<file path="src/rtl/nn_sched_pkg.sv">
// Shared scheduler types: FSM state encoding, default sizing
// constants and a one-hot helper used by the layer sequencer.
package nn_sched_pkg;

  localparam int MAX_STAGES  = 16;
  localparam int TIMEOUT_DEF = 4096;
  localparam int CW_DEF      = 16;

  typedef enum logic [2:0] {
    IDLE,
    SHIFT,
    START,
    WAIT,
    CACHE,
    DONE
  } state_t;

  function automatic logic [MAX_STAGES-1:0] onehot(
    input logic [3:0] i
  );
    logic [MAX_STAGES-1:0] v;
    v    = '0;
    v[i] = 1'b1;
    return v;
  endfunction

endpackage

</file>
<file path="src/rtl/rise_detect.sv">
// Rising-edge detector for the frame trigger.
// Ports: clk, rst (sync, active-high), d (level in), rise (1-cycle hit).
module rise_detect (
  input  logic clk,
  input  logic rst,
  input  logic d,
  output logic rise
);

  logic prev_q;
  logic armed_q;

  // armed_q blocks a false edge in the first cycle after reset
  // when the trigger is already high.
  always_ff @(posedge clk) begin
    if (rst) begin
      prev_q  <= 1'b0;
      armed_q <= 1'b0;
    end else begin
      prev_q  <= d;
      armed_q <= 1'b1;
    end
  end

  assign rise = armed_q & d & ~prev_q;

endmodule

</file>
<file path="src/rtl/layer_sequencer.sv">
// Frame sequencer: on each sample_clk edge shifts the input buffers,
// starts each conv stage in turn, pulses per-stage activation caches,
// and reports frame latency plus sticky overrun/timeout status.
// Ports: clk, rst, sample_clk, stage_done[N], clr_stats in;
//   lsb_clk, stage_start[N], cache_clk[N], busy, frame_done,
//   overrun, timeout_err, last_cycles[CW], max_cycles[CW] out.
module layer_sequencer
  import nn_sched_pkg::*;
#(
  parameter int                  N_STAGES   = 8,
  parameter logic [N_STAGES-1:0] CACHE_MASK = '0,
  parameter int                  TIMEOUT    = TIMEOUT_DEF,
  parameter int                  CW         = CW_DEF
) (
  input  logic                clk,
  input  logic                rst,
  input  logic                sample_clk,
  input  logic [N_STAGES-1:0] stage_done,
  input  logic                clr_stats,
  output logic                lsb_clk,
  output logic [N_STAGES-1:0] stage_start,
  output logic [N_STAGES-1:0] cache_clk,
  output logic                busy,
  output logic                frame_done,
  output logic                overrun,
  output logic                timeout_err,
  output logic [CW-1:0]       last_cycles,
  output logic [CW-1:0]       max_cycles
);

  localparam int WW = $clog2(TIMEOUT + 1);
  localparam logic [3:0] LAST_IDX = 4'(N_STAGES - 1);
  localparam logic [WW-1:0] TMO_LAST = WW'(TIMEOUT - 1);
  localparam logic [MAX_STAGES-1:0] MASK16 =
    MAX_STAGES'(CACHE_MASK);

  state_t state_q;
  state_t state_d;
  logic [3:0] idx_q;
  logic [3:0] idx_d;

  logic rise;
  logic [MAX_STAGES-1:0] done16;
  logic done_now;
  logic last_stage;
  logic tmo_hit;
  logic ovr_hit;
  logic upd;

  logic [WW-1:0] wcnt_q;
  logic [CW-1:0] cnt_q;
  logic ovr_q;
  logic tmo_q;

  logic lsb_d;
  logic [N_STAGES-1:0] start_d;
  logic [N_STAGES-1:0] cache_d;
  logic fd_d;
  logic busy_d;
  logic [MAX_STAGES-1:0] oh;

  rise_detect u_rise (
    .clk  (clk),
    .rst  (rst),
    .d    (sample_clk),
    .rise (rise)
  );

  assign done16     = MAX_STAGES'(stage_done);
  assign done_now   = (state_q == WAIT) && done16[idx_q];
  assign last_stage = (idx_q == LAST_IDX);
  assign ovr_hit    = rise && (state_q != IDLE);
  assign tmo_hit    = !rst && (state_q == WAIT) &&
                      !done16[idx_q] && (wcnt_q == TMO_LAST);
  // An edge arriving in DONE aborts the stats update.
  assign upd        = (state_q == DONE) && !rise;

  always_ff @(posedge clk) begin
    if (rst) begin
      state_q <= IDLE;
      idx_q   <= '0;
    end else begin
      state_q <= state_d;
      idx_q   <= idx_d;
    end
  end

  // A new edge always wins: restart from SHIFT even mid-frame.
  always_comb begin
    state_d = state_q;
    idx_d   = idx_q;
    if (rise) begin
      state_d = SHIFT;
      idx_d   = '0;
    end else begin
      unique case (state_q)
        IDLE: state_d = IDLE;
        SHIFT: begin
          state_d = START;
          idx_d   = '0;
        end
        START: state_d = WAIT;
        WAIT: begin
          if (done_now) begin
            if (MASK16[idx_q]) begin
              state_d = CACHE;
            end else if (last_stage) begin
              state_d = DONE;
            end else begin
              state_d = START;
              idx_d   = idx_q + 4'd1;
            end
          end else if (tmo_hit) begin
            state_d = IDLE;
            idx_d   = '0;
          end
        end
        CACHE: begin
          if (last_stage) begin
            state_d = DONE;
          end else begin
            state_d = START;
            idx_d   = idx_q + 4'd1;
          end
        end
        DONE: begin
          state_d = IDLE;
          idx_d   = '0;
        end
        default: begin
          state_d = IDLE;
          idx_d   = '0;
        end
      endcase
    end
  end

  // Pulses are decoded from the next state and registered,
  // so they line up with the state they belong to.
  always_comb begin
    oh      = onehot(idx_d);
    lsb_d   = (state_d == SHIFT);
    start_d = '0;
    cache_d = '0;
    if (state_d == START) begin
      start_d = oh[N_STAGES-1:0];
    end
    if (state_d == CACHE) begin
      cache_d = oh[N_STAGES-1:0];
    end
    fd_d    = (state_d == DONE);
    busy_d  = (state_d != IDLE);
  end

  always_ff @(posedge clk) begin
    if (rst) begin
      lsb_clk     <= 1'b0;
      stage_start <= '0;
      cache_clk   <= '0;
      frame_done  <= 1'b0;
      busy        <= 1'b0;
    end else begin
      lsb_clk     <= lsb_d;
      stage_start <= start_d;
      cache_clk   <= cache_d;
      frame_done  <= fd_d;
      busy        <= busy_d;
    end
  end

  // Wait timer restarts on every WAIT entry.
  always_ff @(posedge clk) begin
    if (rst) begin
      wcnt_q <= '0;
    end else if (state_q == WAIT) begin
      wcnt_q <= wcnt_q + 1'b1;
    end else begin
      wcnt_q <= '0;
    end
  end

  // Frame counter: 0 at the edge cycle, so load 1 for the next.
  always_ff @(posedge clk) begin
    if (rst) begin
      cnt_q <= '0;
    end else if (rise) begin
      cnt_q <= CW'(1);
    end else if (state_q != IDLE && cnt_q != '1) begin
      cnt_q <= cnt_q + 1'b1;
    end
  end

  // Sticky flags and max: a set in the same cycle beats the clear.
  always_ff @(posedge clk) begin
    if (rst) begin
      ovr_q       <= 1'b0;
      tmo_q       <= 1'b0;
      last_cycles <= '0;
      max_cycles  <= '0;
    end else begin
      ovr_q <= ovr_hit | (ovr_q & ~clr_stats);
      tmo_q <= tmo_hit | (tmo_q & ~clr_stats);
      if (upd) begin
        last_cycles <= cnt_q;
        if (clr_stats || cnt_q > max_cycles) begin
          max_cycles <= cnt_q;
        end
      end else if (clr_stats) begin
        max_cycles <= '0;
      end
    end
  end

  assign overrun     = ovr_q;
  assign timeout_err = tmo_q | tmo_hit;

endmodule

</file>
<file path="config.mk">
export PLATFORM = sky130hd
export DESIGN_NAME = layer_sequencer
export DESIGN_NICKNAME = d
export VERILOG_FILES = /design/src/rtl/nn_sched_pkg.sv /design/src/rtl/rise_detect.sv /design/src/rtl/layer_sequencer.sv
export SDC_FILE = /design/constraint.sdc
export NUM_CORES = 1
export LEC_CHECK = 0
export ABC_AREA = 1
export BUFFER_PORTS_ARGS = -buffer_cell sky130_fd_sc_hd__buf_2
export CAP_MARGIN = 25
export CORE_MARGIN = 4
export CORE_UTILIZATION = 45
export DETAILED_ROUTE_END_ITERATION = 7
export PLACE_DENSITY = 0.75
export SYNTH_ARGS = -nofsm -noshare
export SYNTH_HDL_FRONTEND = slang
export SYNTH_HIERARCHICAL = 1
export SYNTH_SLANG_ARGS = --single-unit
</file>
<file path="constraint.sdc">
create_clock -name clk -period 2.7 [get_ports clk]
set_clock_uncertainty 0.2 [all_clocks]
set_input_delay 0.54 -clock clk [delete_from_list [all_inputs] [get_ports clk]]
set_output_delay 0.54 -clock clk [all_outputs]
set_load 0.005 [all_outputs]
</file>
# After elaboration in Yosys (flattened, before gate mapping)
# Memories as Yosys holds them, arrays and structs flattened. A register that Yosys moved wholly into a read port is not among the register bits.
# Index checks and enable logic that the tools add are counted.
word_totals:
  reg_bits: 91
  rom_bits: 16
  in_bits: 12
  out_inout_bits: 53
  word_cells: 96
  mem_count: 1
classes:
  n_addsub: 3
  magnitude_cmp: 4
  n_eq_ne: 13
  mux: 24
  bitwise_logic: 12
  n_reduce_logical: 23
memory_table:
  columns: ["memory", "depth", "width", "read_ports", "rd_clocked_by_memory_dff", "wr", "line", "source"]
  rows:
  - ["(no name shown)", 16, 1, 1, 1, 0, "layer_sequencer.sv:105", "if (MASK16[idx_q]) begin"]
ops:
  columns: ["op", "n"]
  rows:
  - ["$mux 16", 3]
  - ["$mux 4", 6]
  - ["$add 16x1->16 const B", 1]
  - ["$gt 16x16->1", 1]
  - ["$ne 16x16->1 const B", 1]
  - ["$mux 3", 5]
  - ["$add 13x1->13 const B", 1]
  - ["$eq 13x12->1 const B", 1]
  - ["$eq 3x3->1 const B", 4]
  - ["$pmux 3 s4", 1]
  - ["$pmux 4 s3", 1]
  - ["$lt 4x5->1 const B", 2]
  - ["$reduce_or 2->1", 5]
  - ["$eq 3x2->1 const B", 3]
  - ["$logic_and 1x1->1", 8]
  - ["$eq 3x1->1 const B", 2]
  - ["$mux 1", 6]
  - ["$reduce_bool 3->1", 2]
  - ["$not 1->1", 5]
  - ["$add 4x1->4 const B", 1]
  - ["$and 1x1->1", 4]
  - ["$bmux 1 s4", 1]
  - ["$demux 1 s4", 1]
  - ["$eq 4x3->1 const B", 1]
  - ["other kinds (8)", 13]

# Longest topological paths before layout
# Gate-level depths: netlist of the first run.
depth:
  depth_word: 13
  ltp_mapped: 16
  depth_no_buf: 16

# By module
# The synthesis of the first run kept the hierarchy.
by_module_without_submodules:
  columns: ["mod", "n_inst", "cells_each", "area_each_um2", "seq_area_each_um2"]
  rows:
  - ["layer_sequencer", 1, 597, 4307.9, 1781.7]
  - ["rise_detect", 1, 7, 61.3, 40.0]

# Least setup slack after synthesis of the first run
# OpenSTA, ideal clock, no wires.
synth_path:
  kind: "register -> register"
  from: "reg max_cycles[9]"
  to: "reg max_cycles[10]"
  arrival_ps: 1816
  required_ps: 2430
  setup_slack_ps: 613
  path_stages_with_launch: 10
  path_cell_list: "dfxtp_1 > inv_1 > ha_1 > a21oi_1 > o21a_1 > o221ai_1 > o21ai_2 > clkbuf_1 > nand3_1 > a21oi_1"
synth_between:
  elab_chain_cells: 4
synth_lines:
  columns: ["item", "line", "source"]
  rows:
  - ["from (decl)", "layer_sequencer.sv:28", "output logic [CW-1:0] max_cycles"]
  - ["from (signal assigned)", "layer_sequencer.sv:206", "max_cycles <= cnt_q;"]
  - ["$gt 16x16->1", "layer_sequencer.sv:205", "if (clr_stats || cnt_q > max_cycles) begin"]
  - ["$logic_or 1x1->1", "layer_sequencer.sv:205", null]
  - ["$ne 2x1->1 (no line)", null, null]
  - ["$reduce_and 2->1 (no line)", null, null]
# No other way between the ends.
# A chain may end at the register's enable or synchronous reset.

# Worst setup path in the final report of the first run
layout_path:
  from: "reg wcnt_q[0]"
  to: "out timeout_err"
layout_between:
  elab_chain_cells: 3
layout_lines:
  columns: ["item", "line", "source"]
  rows:
  - ["from (decl)", "layer_sequencer.sv:50", "logic [WW-1:0] wcnt_q;"]
  - ["from (signal assigned)", "layer_sequencer.sv:176", "wcnt_q <= wcnt_q + 1'b1;"]
  - ["$eq 13x12->1", "layer_sequencer.sv:74", "!done16[idx_q] && (wcnt_q == TMO_LAST);"]
  - ["$logic_and 1x1->1", "layer_sequencer.sv:74", null]
  - ["$or 1x1->1", "layer_sequencer.sv:215", "assign timeout_err = tmo_q | tmo_hit;"]
  - ["to (decl)", "layer_sequencer.sv:26", "output logic timeout_err,"]
# No other way between the ends.

==> results of run 1 <==
## metal layers
metal | track usage | wire length, um | share of wire
met1 | 0.245 | 4750 | 0.47
met2 | 0.300 | 4530 | 0.45
met4 | 0.0502 | 116 | 0.012
met5 | 0 | 0 | 0
met3 | 0.0486 | 617 | 0.062
## cells in the mapped netlist (3+ instances only)
master	number	area, um^2
a21oi_1	62	310
a31oi_1	4	25.0
clkbuf_1	10	37.5
dfxtp_1	91	1820
ha_1	19	238
inv_1	88	330
inv_2	4	15.0
nand2_1	127	477
nand2_2	9	56.3
nand3_1	40	200
nand4_1	4	25.0
nor2_1	64	240
nor2_2	5	31.3
nor2_4	3	33.8
nor3_1	13	65.1
nor3b_1	4	30.0
o21a_1	3	22.5
o21ai_0	17	85.1
xor2_1	4	35.0
## power breakdown
part / leakage (nW) / internal (mW) / switching [mW]
logic: 1.30 / 0.0447 / 0.0954
registers: 0.738 / 1.36 / 0.00943
clock network: 0.107 / 0.446 / 0.510
total: 2.14 / 1.85 / 0.614
## registers in the layout (all words and copies together) (netlist names), 3 cells and up
name,flops
cache_clk,8
stage_start,8
max_cycles,16
state_q,3
idx_q,4
last_cycles,16
wcnt_q,13
cnt_q,16
## cells by family (layout without fill, tap and decap cells)
logic type,Yosys count,count (layout)
simple gates,280,280
compound gates,99,99
xor+xnor,4,4
fa+ha+maj,19,19
flops,91,91
buf+inv,110,180
other cells,1,8
## worst register-to-register path, delay by kind of cell, from the launching register on
| family | cells | cell delay (ns) |
|---|---|---|
| simple gates | 10 | 1.36 |
| flops | 1 | 0.41 |
| fa+ha+maj | 1 | 0.21 |
## stage by stage
stage               cell area (um^2)  worst slack (ns)  utilization
global route                    5050            0.0385        0.541
CTS                             5030            0.0588        0.540
global placement                4830             0.474        0.518
finish                          5050             0.186        0.541
floorplan                       4400             0.613            -
detailed placement              4830             0.392        0.518
## layout make-up
type	count	area, um^2	share of cell area
clock buffer	9	124	0.0245
clock inverter	7	81.3	0.0161
inverter	95	362	0.0716
multi-input combinational	410	2140	0.424
sequential	91	1820	0.361
tap	129	161	0.0320
timing repair buffer	69	358	0.0709
## final timing paths
| path | startpoint | end |
|---|---|---|
| worst min register to register | wcnt_q[0] | wcnt_q[0] |
| worst max-delay path | wcnt_q[0] | timeout_err |
| worst max register to register | cnt_q[1] | cnt_q[11] |
| worst min-delay path | sample_clk | u_rise/prev_q |
==> impl_metrics.ini, run 1 <==
[detailed_routing]
drc = 0
ant_nets = 0
first_pass_iters = 4
via_per_inst = 4.96
totalWireLength_mm = 10.0
wl_per_cell_um = 12.4
num_vias = 4021
dr.first_iter.drc_count = 212

[place]
gp_congestion = 0.864
dp_cells = 794
dp.final_hpwl_mm = 7.72
place.port_buffers = 64

[cts]
cts_tree = yes
clkSlewWorstSetupHoldPaths_ns = 0.10
postCtsSetupBuffers = 0
cts_max_level = 3
clk-insertion-delay-late_ns = 0.36
cts_hold_buf = 0
numCtsBuffers = 9
cts_buffer_depth = 2
cts.sinks = 91
cts_resized = 0
cts_root_buffer = clkbuf_8

[yosys]
synthXorXnorAreaFrac = 0.00802
synthCells = 604
yosys_warnings = 6
synth_seq_cells = 91
seq_area_frac_synth = 0.417
synth_edf_count = 0
yosys_most_used_dff = dfxtp_1
muxShareOfSynthArea = 0
synth_compound_area_frac = 0.126
syn_area_per_cell_um2 = 7.23
synth_fa_ha_area_frac = 0.0544
ys_types = 44
synth_top_family_by_area = simple AND/OR/NAND/NOR gates
netlist_area_um2 = 4370
yosys.area_share.simple = 0.291
postSynth.asyncResetShare = 0

[worst_hold_path]
worst_hold_path_type = primary input to register
holdPathStages = 3

[critical_path]
critPathMaxFanout = 4
crit_cells = 10
arrival_ns = 1.77
cp_cell_sequence = ha_1, nand2_1, nor2_4, nand3_2, nor2_2, nand2_1, clkinv_1, nand2_2, nand2_1, buf_2
crit_path_max_incr_delay_ns = 0.35
slowest_stage = dfxtp_2
startpoint_type = register
worstSetupPathType = register to output port
cp-end-kind = output port
crit_buf_inv = 2
cp.required_ns = 1.96
worst-r2r-setup-slack_ns = 0.45
path_common_cell = nand2_1
cp_top_family = simple AND/OR/NAND/NOR gates
r2r_cells = 11

[power_and_ir_drop]
ir_drop_v = 0.000353
finalPower_mw = 2.47
pwr_density_cell_nw_per_um2 = 488
power.leakage_nw = 2.14

[sta]
rsz0062_at_grt = false
fin_crit_ns = 2.51
fin_crit_sh = 0.931
clock.fmax_mhz = 398
holdWs_ns = 0.198
worst_pin_slew_ns = 0.525
slew_violations = 0
maxSlewHeadroom = 0.649
tns_ns = 0
finalHoldViolations = 0
setup_viol = 0

[grt]
grt_pass1_vias = 3803
grt_first_pass_wirelength_mm = 17.2
grt.overflow.total = 0
grt_use_total = 0.185
grt_start_max_net_pins = 45
antenna_found_initial = 0

[run]
max_cap_violations = 0

[floorplan]
initial_core_util = 0.468
core_um2 = 9330
fp.dieH_um = 107
die_w_um = 107
num_rows = 35
fp.dieArea_um2 = 11300
num_io_pins = 65

[final_layout]
n_antenna_cell = 0
layout_common_cells = nand2_1 (127), dfxtp_1 (90), inv_1 (88), buf_2 (64), nor2_1 (63)
final_cells = 810
drive_gt1_frac = 0.182
layout.nets = 707
final_common_cell = nand2_1
area_growth_pct = 15.5
fill_cells = 896

[run_status]
status = complete, no violations
Power figures use the tool's default switching activity.
==> run 2, diff against run 1 <==
--- a/config.mk
+++ b/config.mk
@@ -8,7 +8,6 @@
 export ABC_AREA = 1
 export BUFFER_PORTS_ARGS = -buffer_cell sky130_fd_sc_hd__buf_2
 export CAP_MARGIN = 25
-export CORE_MARGIN = 4
 export CORE_UTILIZATION = 45
 export DETAILED_ROUTE_END_ITERATION = 7
 export PLACE_DENSITY = 0.75
==> run 2 against run 1 <==
  * Via count decreased by 0.85%
  * Clock power decreased by 3.5%
  * First-iteration DRC count decreased by 19%
  * Clock-buffer cell count unchanged
  * Core utilization decreased by 0.054 points
  * Sequential share of layout area about the same
  * Non-clock buffer count unchanged
  * Fmax decreased by 1.0%
  * Cell count unchanged
  * Global-route usage increased by 2.0 points
  * Largest power group unchanged
==> impl_metrics.ini, run 2 (synthesis gave the netlist of run 1 again) <==
[run_status]
status = complete, no violations

[detailed_routing]
first_pass_iters = 4
dr.first_iter.drc_count = 172
drc = 0
totalWireLength_mm = 9.81
num_vias = 3987
via_per_inst = 4.92
wl_per_cell_um = 12.1
ant_nets = 0

[critical_path]
arrival_ns = 1.80
crit_path_max_incr_delay_ns = 0.35
critPathMaxFanout = 4
slowest_stage = dfxtp_2
cp-end-kind = output port
startpoint_type = register
worstSetupPathType = register to output port
crit_buf_inv = 2
path_common_cell = nand2_1
cp_cell_sequence = ha_1, nand2_1, nor2_4, nand3_1, nor2_2, nand2_1, clkinv_1, nand2_2, nand2_1, buf_2
cp.required_ns = 1.96
cp_top_family = simple AND/OR/NAND/NOR gates

[sta]
holdWs_ns = 0.180
finalHoldViolations = 0
fin_crit_ns = 2.54
rsz0062_at_grt = false
worst_slack_ns = 0.160
clock.fmax_mhz = 394
slew_violations = 0
fin_crit_sh = 0.941
tns_ns = 0
setup_viol = 0

[floorplan]
initial_core_util = 0.468
num_io_pins = 65
die_w_um = 101
core_um2 = 9330
fp.dieH_um = 101
fp.dieArea_um2 = 10100
num_rows = 35

[final_layout]
layout_common_cells = nand2_1 (127), dfxtp_1 (90), inv_1 (88), buf_2 (64), nor2_1 (63)
final_common_cell = nand2_1
reg_top3 = cnt_q x16, last_cycles x16, max_cycles x16
drive_gt1_frac = 0.181
n_antenna_cell = 0
layout.nets = 707
area_growth_pct = 15.4

[cts]
clk-insertion-delay-late_ns = 0.36
clkSlewWorstSetupHoldPaths_ns = 0.11
cts_tree = yes
cts.sinks = 91
cts_max_level = 3
cts_buffer_depth = 2
numCtsBuffers = 9
cts_root_buffer = clkbuf_8

[power_and_ir_drop]
ir_drop_v = 0.000397
finalPower_mw = 2.43
pwr_density_cell_nw_per_um2 = 482
power.leakage_nw = 2.14

[run]
max_cap_violations = 0

[grt]
grt.overflow.total = 0
grt_start_max_net_pins = 45
antenna_found_initial = 0
grt_first_pass_wirelength_mm = 16.8
grt_use_total = 0.206
grt_pass1_vias = 3843

[place]
place.port_buffers = 64
place_ws_ns = 0.409
dp.final_hpwl_mm = 7.55
gp_congestion = 0.873

[worst_hold_path]
worst_hold_path_type = primary input to register
[run 2: cell types whose count changed in the layout (fill, tap and decap cells not counted), sizes merged]
cell / previous run / this run
clkinv: 2 / 4
bufinv: 1 / 0
inv: 99 / 98
[run 2: final cells by class]
cell class | instances | area (um^2)
clock inverter | 7 | 81.3
inverter | 95 | 362
tap | 129 | 161
multi-input combinational | 410 | 2130
timing repair buffer | 69 | 358
clock buffer | 9 | 124
fill | 916 | 4290
sequential | 91 | 1820
[run 2: final timing paths]
check	startpoint	to	slack (ns)	depth (start not counted)
hold reg to reg	wcnt_q[0]	wcnt_q[0]	0.22	1
hold / removal	sample_clk	u_rise/prev_q	0.18	3
setup / recovery	wcnt_q[0]	timeout_err	0.16	10
setup reg to reg	cnt_q[1]	cnt_q[4]	0.45	10
[run 2: timing repair]
item	in CTS	in global routing
setup endpoints to repair	0	1
setup buffers	0	0
resized for setup	0	3
hold buffers	0	0
[run 2: tightest hold or removal path, cell delays in order]
cell    delay [ns]
buf_2         0.10
inv_1         0.04
nor2_1        0.03
[run 2: report_power, final]
part,internal [mW],switching (mW),leakage [nW]
clock,0.371,0.552,0.104
sequential,1.36,0.00998,0.738
combinational,0.0448,0.0941,1.30
total,1.78,0.656,2.14
[run 2: through the flow]
| stage | util | std cells | cell area (um^2) |
|---|---|---|---|
| finish | 0.541 | 810 | 5040 |
| CTS | 0.540 | 810 | 5030 |
| global route | 0.541 | 810 | 5040 |
| floorplan | - | 611 | 4400 |
| detailed placement | 0.518 | 794 | 4830 |
| global placement | 0.518 | 794 | 4830 |
[run 2: metal layers]
layer  global-route usage  share of wire
met1                0.270           0.47
met2                0.335           0.46
met3               0.0534          0.055
met4               0.0569          0.013
met5                    0              0
